===== src/rtl/mem_seq_master_if.sv =====
// Single-port synchronous RAM bus: address, write data, write enable, read data.
// Read data follows the address by one clock because the RAM registers the address.
interface mem_seq_master_if #(
  parameter int AW = 4,
  parameter int DW = 8
);
  logic [AW-1:0] adr;
  logic [DW-1:0] dat_w;
  logic          we;
  logic [DW-1:0] dat_r;

  modport master (output adr, output dat_w, output we, input dat_r);
  modport slave  (input adr, input dat_w, input we, output dat_r);
endinterface


===== src/rtl/mem_seq_master.sv =====
// RAM fill / self-check sequencer: writes seed+address to every word, or reads
// every word back and reports mismatch count and first failing address.
//
// state   | meaning
// --------+------------------------------------------------------------
// S_IDLE  | waiting for start; results held
// S_FILL  | one write per cycle, addresses 0..2^AW-1
// S_READ  | one read per cycle; compares data of the previous address
// S_DRAIN | compares read data of the last address
// S_DONE  | one-cycle done pulse
module mem_seq_master #(
  parameter int AW = 4,
  parameter int DW = 8
) (
  input  logic          clk,
  input  logic          rst,
  input  logic          start,
  input  logic          mode,
  input  logic [DW-1:0] seed,
  output logic          busy,
  output logic          done,
  output logic [AW:0]   err_count,
  output logic          err_flag,
  output logic [AW-1:0] first_err_adr,
  mem_seq_master_if.master mem
);

  typedef enum logic [2:0] {
    S_IDLE,
    S_FILL,
    S_READ,
    S_DRAIN,
    S_DONE
  } state_t;

  localparam logic [AW:0] LAST = {1'b0, {AW{1'b1}}};

  state_t        state, state_nxt;
  logic [AW:0]   cnt;
  logic [DW-1:0] seed_q;
  logic [AW-1:0] cmp_adr;
  logic [DW-1:0] exp_wr;
  logic [DW-1:0] exp_rd;
  logic          accept;
  logic          cnt_inc;
  logic          cmp_en;
  logic          mismatch;

  // Read data always belongs to the address issued one cycle earlier; in
  // DRAIN the low bits of cnt are zero, so this wraps to the last address.
  assign cmp_adr  = cnt[AW-1:0] - AW'(1);
  assign exp_wr   = seed_q + DW'(cnt[AW-1:0]);
  assign exp_rd   = seed_q + DW'(cmp_adr);
  assign mismatch = cmp_en && (mem.dat_r != exp_rd);

  always_ff @(posedge clk) begin
    if (rst) begin
      state <= S_IDLE;
    end else begin
      state <= state_nxt;
    end
  end

  always_comb begin
    state_nxt = state;
    busy      = 1'b0;
    done      = 1'b0;
    mem.we    = 1'b0;
    mem.adr   = '0;
    mem.dat_w = '0;
    accept    = 1'b0;
    cnt_inc   = 1'b0;
    cmp_en    = 1'b0;
    case (state)
      S_IDLE: begin
        if (start) begin
          accept    = 1'b1;
          state_nxt = mode ? S_READ : S_FILL;
        end
      end
      S_FILL: begin
        busy      = 1'b1;
        mem.we    = 1'b1;
        mem.adr   = cnt[AW-1:0];
        mem.dat_w = exp_wr;
        cnt_inc   = 1'b1;
        if (cnt == LAST) begin
          state_nxt = S_DONE;
        end
      end
      S_READ: begin
        busy    = 1'b1;
        mem.adr = cnt[AW-1:0];
        cnt_inc = 1'b1;
        cmp_en  = (cnt != '0);
        if (cnt == LAST) begin
          state_nxt = S_DRAIN;
        end
      end
      S_DRAIN: begin
        busy      = 1'b1;
        cmp_en    = 1'b1;
        state_nxt = S_DONE;
      end
      S_DONE: begin
        busy      = 1'b1;
        done      = 1'b1;
        state_nxt = S_IDLE;
      end
      default: begin
        state_nxt = S_IDLE;
      end
    endcase
  end

  always_ff @(posedge clk) begin
    if (rst) begin
      cnt           <= '0;
      seed_q        <= '0;
      err_count     <= '0;
      err_flag      <= 1'b0;
      first_err_adr <= '0;
    end else if (accept) begin
      cnt           <= '0;
      seed_q        <= seed;
      err_count     <= '0;
      err_flag      <= 1'b0;
      first_err_adr <= '0;
    end else begin
      if (cnt_inc) begin
        cnt <= cnt + (AW+1)'(1);
      end
      if (mismatch) begin
        err_count <= err_count + (AW+1)'(1);
        err_flag  <= 1'b1;
        if (err_count == '0) begin
          first_err_adr <= cmp_adr;
        end
      end
    end
  end

endmodule

===== src/flat_wrapper.sv =====
// flat-port wrapper written by rule: the top's interface ports become plain ports
module mem_seq_master_flat 
#(
  parameter int AW = 4,
  parameter int DW = 8
)
  (clk, rst, start, mode, seed, busy, done, err_count, err_flag, first_err_adr, mem_adr, mem_dat_w, mem_we, mem_dat_r);
  mem_seq_master_if #(.AW(AW), .DW(DW)) mem_i ();
  input  logic clk;
  input  logic rst;
  input  logic start;
  input  logic mode;
  input  logic [DW-1:0] seed;
  output logic busy;
  output logic done;
  output logic [AW:0] err_count;
  output logic err_flag;
  output logic [AW-1:0] first_err_adr;
  output wire logic [$bits(mem_i.adr)-1:0] mem_adr;
  output wire logic [$bits(mem_i.dat_w)-1:0] mem_dat_w;
  output wire logic [$bits(mem_i.we)-1:0] mem_we;
  input wire logic [$bits(mem_i.dat_r)-1:0] mem_dat_r;
  assign mem_adr = mem_i.adr;
  assign mem_dat_w = mem_i.dat_w;
  assign mem_we = mem_i.we;
  assign mem_i.dat_r = mem_dat_r;
  mem_seq_master #(.AW(AW), .DW(DW)) u_core (.clk(clk), .rst(rst), .start(start), .mode(mode), .seed(seed), .busy(busy), .done(done), .err_count(err_count), .err_flag(err_flag), .first_err_adr(first_err_adr), .mem(mem_i));
endmodule

===== config.mk =====
export PLATFORM = sky130hd
export DESIGN_NAME = mem_seq_master_flat
export DESIGN_NICKNAME = d
export VERILOG_FILES = /design/src/rtl/mem_seq_master_if.sv /design/src/rtl/mem_seq_master.sv /design/src/flat_wrapper.sv
export SDC_FILE = /design/constraint.sdc
export NUM_CORES = 1
export LEC_CHECK = 0
export ABC_AREA = 1
export CAP_MARGIN = 20
export CORE_ASPECT_RATIO = 0.5
export CORE_UTILIZATION = 40
export CTS_CLUSTER_SIZE = 8
export DETAILED_ROUTE_END_ITERATION = 8
export GPL_ROUTABILITY_DRIVEN = 0
export PLACE_DENSITY = 0.67
export SLEW_MARGIN = 5
export SYNTH_ARGS = -nofsm -noshare
export SYNTH_HDL_FRONTEND = slang
export SYNTH_SLANG_ARGS = --single-unit

===== constraint.sdc =====
create_clock -name clk -period 3.5 [get_ports clk]
set_input_delay 0.7 -clock clk [delete_from_list [all_inputs] [get_ports clk]]
set_output_delay 0.7 -clock clk [all_outputs]
set_load 0.01 [all_outputs]

; ---- Word level (Yosys, flattened, before mapping)
; Index checks and enable logic that the tools add are counted.
[totals]
ff_bits = 26
out_inout_bits = 25
inputBits = 20
[classes]
muxes = 14
reduce_logical = 9
addsub = 5
n_eq_ne = 9
[op_table]
columns = cell, n
row1 = $add A8 B4 Y8, 2
row2 = $pmux W3 S4, 1
row3 = $add A5 B1 Y5 const B, 2
row4 = $mux W3, 3
row5 = $mux W8, 1
row6 = $ne A8 B8 Y1, 1
row7 = $eq A3 B2 Y1 const B, 2
row8 = $mux W1, 6
row9 = $eq A5 B4 Y1 const B, 1
row10 = $logic_not A5 Y1, 1
row11 = $reduce_bool A5 Y1, 1
row12 = $mux W4, 1
row13 = $ne A2 B1 Y1 const B, 2
row14 = $reduce_or A2 Y1, 2
row15 = $reduce_or A4 Y1, 1
row16 = $sub A4 B1 Y4 const B, 1
row17 = $eq A3 B1 Y1 const B, 1
row18 = $eq A3 B3 Y1 const B, 1
row19 = $logic_not A3 Y1, 1
row20 = $reduce_and A3 Y1, 1
row21 = $mux W2, 1
row22 = $ne A2 B2 Y1 const B, 1
row23 = $pmux W1 S2, 1
row24 = $reduce_and A2 Y1, 1
row25 = $logic_and A1 B1 Y1, 1

; ---- Logic depth before layout (Yosys ltp)
; Gate-level depths: netlist of the first run.
[depth]
word_depth = 5
mapped_depth = 18

; ---- Worst setup path before layout of the first run
; OpenSTA, ideal clock, no wires.
[synth_timing]
kind = reg-to-output
startpoint = register u_core.cnt[0]
endpoint = output port mem_dat_w[4]
path_stages_with_launch = 10
arrival_time_ns = 1.626
path_slack_ns = 1.174
path_buffers = 0
path_cell_list = dfxtp_1 ha_1 fa_1 nand2_1 inv_1 o21ai_0 nand2_1 nand2_1 nand2_1 a31oi_1
[synth_between]
elab_chain_cells = 2
[synth_lines]
columns = item, line_no
row1 = from (decl), mem_seq_master.sv:39  ; logic [AW:0] cnt;
row2 = from (signal assigned), mem_seq_master.sv:131  ; cnt <= cnt + (AW+1)'(1);
row3 = $add A8 B4 Y8, mem_seq_master.sv:52  ; assign exp_wr = seed_q + DW'(cnt[AW-1:0]);
row4 = $mux W8, mem_seq_master.sv:74  ; case (state)
row5 = to (decl), flat_wrapper.sv:20  ; output wire logic [$bits(mem_i.dat_w)-1:0] mem_dat_w;
; No other way between the ends.

; ---- Worst setup path after layout of the first run
; Same ends and word-level chain as after synthesis.

==> out/qor.yml, run 1 <==
outcome:
  run_status: "completed"
floorplan:
  die_y_microns: 50.6
  placementRows: 17
  ios: 45
  die_x_microns: 99.3
  dieArea_sq_um: 5030
  core_sq_um: 4470
  initial_core_util_pct: 42.4
detailed_routing:
  drt_wl_total_microns: 4340
  drc_errors: 0
  num_vias: 1875
  wl_per_cell_microns: 11.4
  drtAntennaViolNets: 0
  drtIter0Drc: 46
  drt_first_pass_iters: 6
  via_per_inst: 4.91
pwr:
  vdd_drop_max_uv: 265
  p_sw_share_pct: 44.9
  p_int_uw: 925
  leakagePower_uw: 0.00110
  p_per_area_nw_per_um2: 686
  p_comb_share_pct: 58.3
  clock_power_share_pct: 15.1
  seq_power_share_pct: 26.5
  switchingPower_uw: 753
setup_path:
  crit_chain: "ha_1 -> fa_1 -> nand2_1 -> inv_1 -> o21ai_1 -> nand2_1 -> nand2_1 -> nand2_1 -> a31oi_1 -> clkdlybuf4s50_1"
  slowest_delay_ns: 0.56
  cpMostUsedCell: "nand2_1"
  worst_path_max_delay_cell: "clkdlybuf4s50_1"
  critical_path_class: "flip-flop to output port"
  critPathRequiredTime_ns: 2.80
  worstPathArrival_ns: 2.52
  start_kind: "flip-flop"
  cp-end-kind: "output port"
  crit_fanout: 6
timing:
  clock_skew_ns: 0.00365
  period_share_pct: 92.1
  fmax_mhz: 310
  slew_violations: 0
  finalSetupTns_ns: 0
  relSlewSlack_pct: 71.4
  rsz0062_at_grt: "false"
  setup_viol: 0
  period_needed_ns: 3.22
  hold_viol_final: 0
  tightest_slew_ns: 0.426
  whs_ns: 0.459
placed_design:
  placedCellCount: 378
  hpwl_microns: 3460
  portBuffers: 44
clocking:
  clk_pin_slew_worst_paths_ns: 0.10
  cts-buffers-inserted: 3
  clockRootBuffer: "clkbuf_8"
  cts_hold_buf: 0
  h-tree-depth: 1
  cts_buffer_depth: 2
  cts_tree: "built"
  clk_latency_ns: 0.27
  cts_sinks: 26
synth:
  ys_seq_elements: 26
  synth_edf_count: 0
  synth.avg_cell_area_sq_um: 6.76
  synth_top_area_share_pct: 27.5
  synthFlopType: "dfxtp_1"
  synth-compound-area-share_pct: 11.6
  synth_xor_xnor_area_share_pct: 4.63
  synthMostInstantiatedCell: "nand2_1"
  yosysSeqAreaShare_pct: 27.5
  syn_area_sq_um: 1890
  netlist_instances: 280
  synth-simple-area-share_pct: 33.3
  synth_common_cells: "nand2_1, inv_1, dfxtp_1, a21oi_1, nor2_1"
  ys_warn_count: 0
  synth.area.top_cells: "dfxtp_1, nand2_1, ha_1"
  yosysTopAreaCell: "dfxtp_1"
  synthArstFlopShare_pct: 0
  synth_top_family_by_area: "simple AND/OR/NAND/NOR gates"
  syn-num-nets: 316
  synth_cell_type_count: 27
  muxShareOfSynthArea_pct: 0
  yosys.area_share.adder_pct: 11.4
finish:
  final_nets: 362
  final_layout_size_suffix_gt1_share_pct: 6.15
  fill_cells: 443
  multiInputGateArea_sq_um: 1150
  antennaDiodeCount: 0
  register_area_sq_um: 520
  fin_cells: 382
  area_delta_synth_final_pct: 29.4
grt:
  track_usage_pct: 17.9
  first_global_vias: 1738
  overflow: 0
  grt_max_degree: 16
  antenna_found_initial: 0
  grt_pass1_wl_microns: 7330
run:
  maxCapViolCount: 0
worst_hold_path:
  hp-class: "flip-flop to flip-flop"
[per-layer routing]
metal  track usage [%]  wire length [microns]
met5                 0                      0
met4              2.21                     14
met3              3.20                    102
met2              31.5                   1930
met1              23.8                   2290
[critical path: cells and delay by family (launching register included)]
kind	cells	cell delay [ns]
compound gates	2	0.35
buf+inv	2	0.60
simple gates	4	0.29
fa+ha+maj	2	0.61
flops	1	0.37
[cell usage in the layout (no fill, tap or decap), types with 2 or more instances in the layout]
cell type,count
clkdlybuf4s50_1,44
nand3_1,22
ha_1,14
nor3_1,9
a31oi_1,3
a21oi_1,24
nand2_2,2
nand2_4,2
nor2_2,5
inv_2,2
nand3b_1,4
inv_1,44
xor2_1,5
o21ai_0,11
nand2_1,64
fa_1,2
nand4_1,2
clkbuf_8,3
dfxtp_1,26
nor2_1,24
xnor2_1,5
[per-stage QoR]
stage          util (%)  area [sq um]  total power (uW)  setup WS, ns
2_1_floorplan         -          1890              1160          1.17
3_5_place_dp       53.2          2380              1420         0.475
3_3_place_gp       53.2          2380              1400         0.589
6_report           54.8          2450              1680         0.277
5_1_grt            54.8          2450              1840        0.0777
4_1_cts            54.8          2450              1680         0.163
[registers in the layout, indices dropped and copies added, names as in the netlist]
| register | flops |
|---|---|
| u_core.first_err_adr | 4 |
| u_core.seed_q | 8 |
| u_core.err_count | 5 |
| u_core.cnt | 5 |
| u_core.err_flag | 1 |
| u_core.state | 3 |
[power by group through the flow]
| stage | combinational (uW) | clock, uW | sequential, uW |
|---|---|---|---|
| floorplan | 718 | 0 | 438 |
| global placement | 954 | 0 | 449 |
| detailed placement | 973 | 0 | 451 |
| CTS | 981 | 259 | 444 |
| global route | 1120 | 270 | 455 |
| finish | 979 | 254 | 445 |
[area by class of cell]
type | instances | share of cell area (%)
Multi-Input combinational cell | 204 | 47.1
Sequential cell | 26 | 21.3
Timing Repair Buffer | 44 | 18.0
Inverter | 47 | 7.77
Tap cell | 57 | 2.91
Clock buffer | 3 | 1.69
Clock inverter | 1 | 1.23
[worst paths after layout]
kind / start / to / slack (ns) / cells past startpoint
max: u_core.cnt[0]$_SDFFE_PP0N_ / mem_dat_w[4] / 0.28 / 10
min: u_core.err_flag$_SDFFE_PP0P_ / u_core.err_flag$_SDFFE_PP0P_ / 0.46 / 2
max reg2reg: u_core.cnt[0]$_SDFFE_PP0N_ / u_core.first_err_adr[3]$_SDFFE_PP0P_ / 0.81 / 16
min reg2reg: u_core.err_flag$_SDFFE_PP0P_ / u_core.err_flag$_SDFFE_PP0P_ / 0.46 / 2
[what timing repair did]
action                     CTS  global route
setup buffers                0             0
resized for setup            0             1
setup endpoints to repair    0             1
[cells by family after synthesis]
group	after synthesis
AND/OR/NAND/NOR	137
flip-flops	26
XOR/XNOR	10
AO/OA/AOI/OAI	41
adder cells (fa/ha/maj)	16
buffers and inverters	50
Note: power is estimated with default switching activity, not from simulation.
==> run 2, diff against run 1 <==
Settings changed: CTS_CLUSTER_SIZE 8 to 30.
==> results of run 2 <==
No change in the layout: final DEF, timing and power equal those of run 1.
==> run 3, diff against run 2 <==
Settings changed: REMOVE_ABC_BUFFERS from default to 1.
==> out/qor.yml, run 3 (synthesis results as in run 1) <==
outcome:
  run_status: "completed"
grt:
  overflow: 0
  first_global_vias: 1735
  antenna_found_initial: 0
  grt_max_degree: 16
  track_usage_pct: 18.5
  grt_pass1_wl_microns: 7450
finish:
  layout_commonest_cell: "nand2_1"
  final_nets: 362
  antennaDiodeCount: 0
  reg.largest.list: "u_core.seed_q: 8 flops, u_core.cnt: 5 flops, u_core.err_count: 5 flops"
  largest_reg_flops: 8
  fill_cells: 428
  area_delta_synth_final_pct: 29.4
  design_area_sq_um: 2450
  max_flop_register: "u_core.seed_q"
  fin_util_pct: 54.8
  final_layout_size_suffix_gt1_share_pct: 6.15
  final_cell_mix: "nand2_1, inv_1, clkdlybuf4s50_1"
worst_hold_path:
  whs_endpoint: "u_core.err_flag$_SDFFE_PP0P_"
  min_from: "u_core.err_flag$_SDFFE_PP0P_"
  hold_depth: 2
  hp-class: "flip-flop to flip-flop"
timing:
  rsz0062_at_grt: "false"
  tightest_slew_ns: 0.421
  setup_viol: 0
  finalSetupTns_ns: 0
  period_share_pct: 91.7
  fmax_mhz: 312
  clock_skew_ns: 0.00263
  hold_viol_final: 0
  slew_violations: 0
  worst_slack_ns: 0.291
  relSlewSlack_pct: 71.7
  period_needed_ns: 3.21
pwr:
  vdd_drop_max_uv: 239
  p_per_area_nw_per_um2: 683
  leakagePower_uw: 0.00110
setup_path:
  crit_chain: "ha_1 -> fa_1 -> nand2_1 -> inv_1 -> o21ai_1 -> nand2_1 -> nand2_1 -> nand2_1 -> a31oi_1 -> clkdlybuf4s50_1"
  crit_fanout: 6
  worst_path_max_delay_cell: "clkdlybuf4s50_1"
  cp-end-kind: "output port"
  critPathRequiredTime_ns: 2.80
  critPathTopFamily: "adder cells"
  critical_path_class: "flip-flop to output port"
  cp_num_buf_inv: 2
  r2r_slack_ns: 0.92
  worstPathArrival_ns: 2.51
  cpMostUsedCell: "nand2_1"
  timing.rr.start: "u_core.cnt[0]$_SDFFE_PP0N_"
  rr_endpoint: "u_core.err_count[2]$_SDFFE_PP0P_"
  start_kind: "flip-flop"
  r2r_cells: 15
  crit_cells: 10
  slowest_delay_ns: 0.55
clocking:
  cts_buffer_depth: 2
  cts-buffers-inserted: 3
  cts_setup_buffers: 0
  cts_sinks: 26
  cts_tree: "built"
  clk_latency_ns: 0.27
  h-tree-depth: 1
  clockRootBuffer: "clkbuf_8"
  clk_pin_slew_worst_paths_ns: 0.09
floorplan:
  initial_core_util_pct: 42.4
  die_y_microns: 50.6
  ios: 45
  dieArea_sq_um: 5030
  die_x_microns: 99.3
  placementRows: 17
  core_sq_um: 4470
placed_design:
  portBuffers: 44
  placed_area_sq_um: 2380
  hpwl_microns: 3510
  preCtsSetupSlack_ns: 0.508
detailed_routing:
  drt_wl_total_microns: 4400
  via_per_inst: 4.98
  drc_errors: 0
  drtIter0Drc: 55
  wl_per_cell_microns: 11.5
  num_vias: 1903
  drt_first_pass_iters: 4
  drtAntennaViolNets: 0
run:
  maxCapViolCount: 0
run 3: cell counts in the layout (fill, tap and decap cells not counted):
Identical to the previous run, type by type.
run 3: worst max path at each step:
stage          slack, ns           end                        from
2_1_floorplan       1.17  mem_dat_w[4]  u_core.cnt[0]$_SDFFE_PP0N_
3_3_place_gp        0.59  mem_dat_w[4]  u_core.cnt[0]$_SDFFE_PP0N_
3_5_place_dp        0.51  mem_dat_w[4]  u_core.cnt[0]$_SDFFE_PP0N_
4_1_cts             0.20  mem_dat_w[4]  u_core.cnt[0]$_SDFFE_PP0N_
5_1_grt             0.11  mem_dat_w[4]  u_core.cnt[0]$_SDFFE_PP0N_
6_report            0.29  mem_dat_w[4]  u_core.cnt[0]$_SDFFE_PP0N_
run 3: layer usage:
layer | vias to the layer above | track usage (%) | routed length [microns]
met3 | 2 | 2.51 | 152
met4 | 0 | 3.19 | 16
met5 | - | 0 | 0
met2 | 45 | 33.2 | 2040
met1 | 869 | 24.3 | 2190
li1 | 987 | - | -
run 3: area by class of cell:
cell class                 count  area [sq um]  share of cell area, %
sequential                    26           520                   21.3
inverter                      47           190                   7.77
clock buffer                   3          41.3                   1.69
timing repair buffer          44           440                   18.0
tap                           57          71.3                   2.91
clock inverter                 1          30.0                   1.23
multi-input combinational    204          1150                   47.1
run 3: worst reg2reg max path, cell delays in order (launching register included):
cell and delay [ns]:
dfxtp_1 0.43, inv_1 0.15, ha_1 0.23, xnor2_1 0.21, inv_1 0.08, ha_1 0.32, or2_4 0.26, nand3b_1 0.11
nand2_1 0.06, nand2_1 0.05, nand2_1 0.05, nor2_2 0.12, nand2_4 0.12, nand2_4 0.12, nand2_1 0.05, a21oi_1 0.13
run 3: report_power, final:
part	total (uW)	switching (uW)	internal [uW]
combinational	971	565	406
clock	253	99.7	153
sequential	447	80.1	367
total	1670	745	926
run 3: per-stage QoR:
stage / hold slack [ns] / instances / power (uW)
2_1_floorplan: 0.456 / 277 / 1140
3_3_place_gp: 0.441 / 378 / 1400
3_5_place_dp: 0.443 / 378 / 1420
4_1_cts: 0.463 / 382 / 1680
5_1_grt: 0.477 / 382 / 1850
6_report: 0.464 / 382 / 1670
run 3: timing repair:
item                                    CTS  global route
gates resized for setup                   0             1
hold buffers                              0             0
endpoints found under the setup margin    0             1
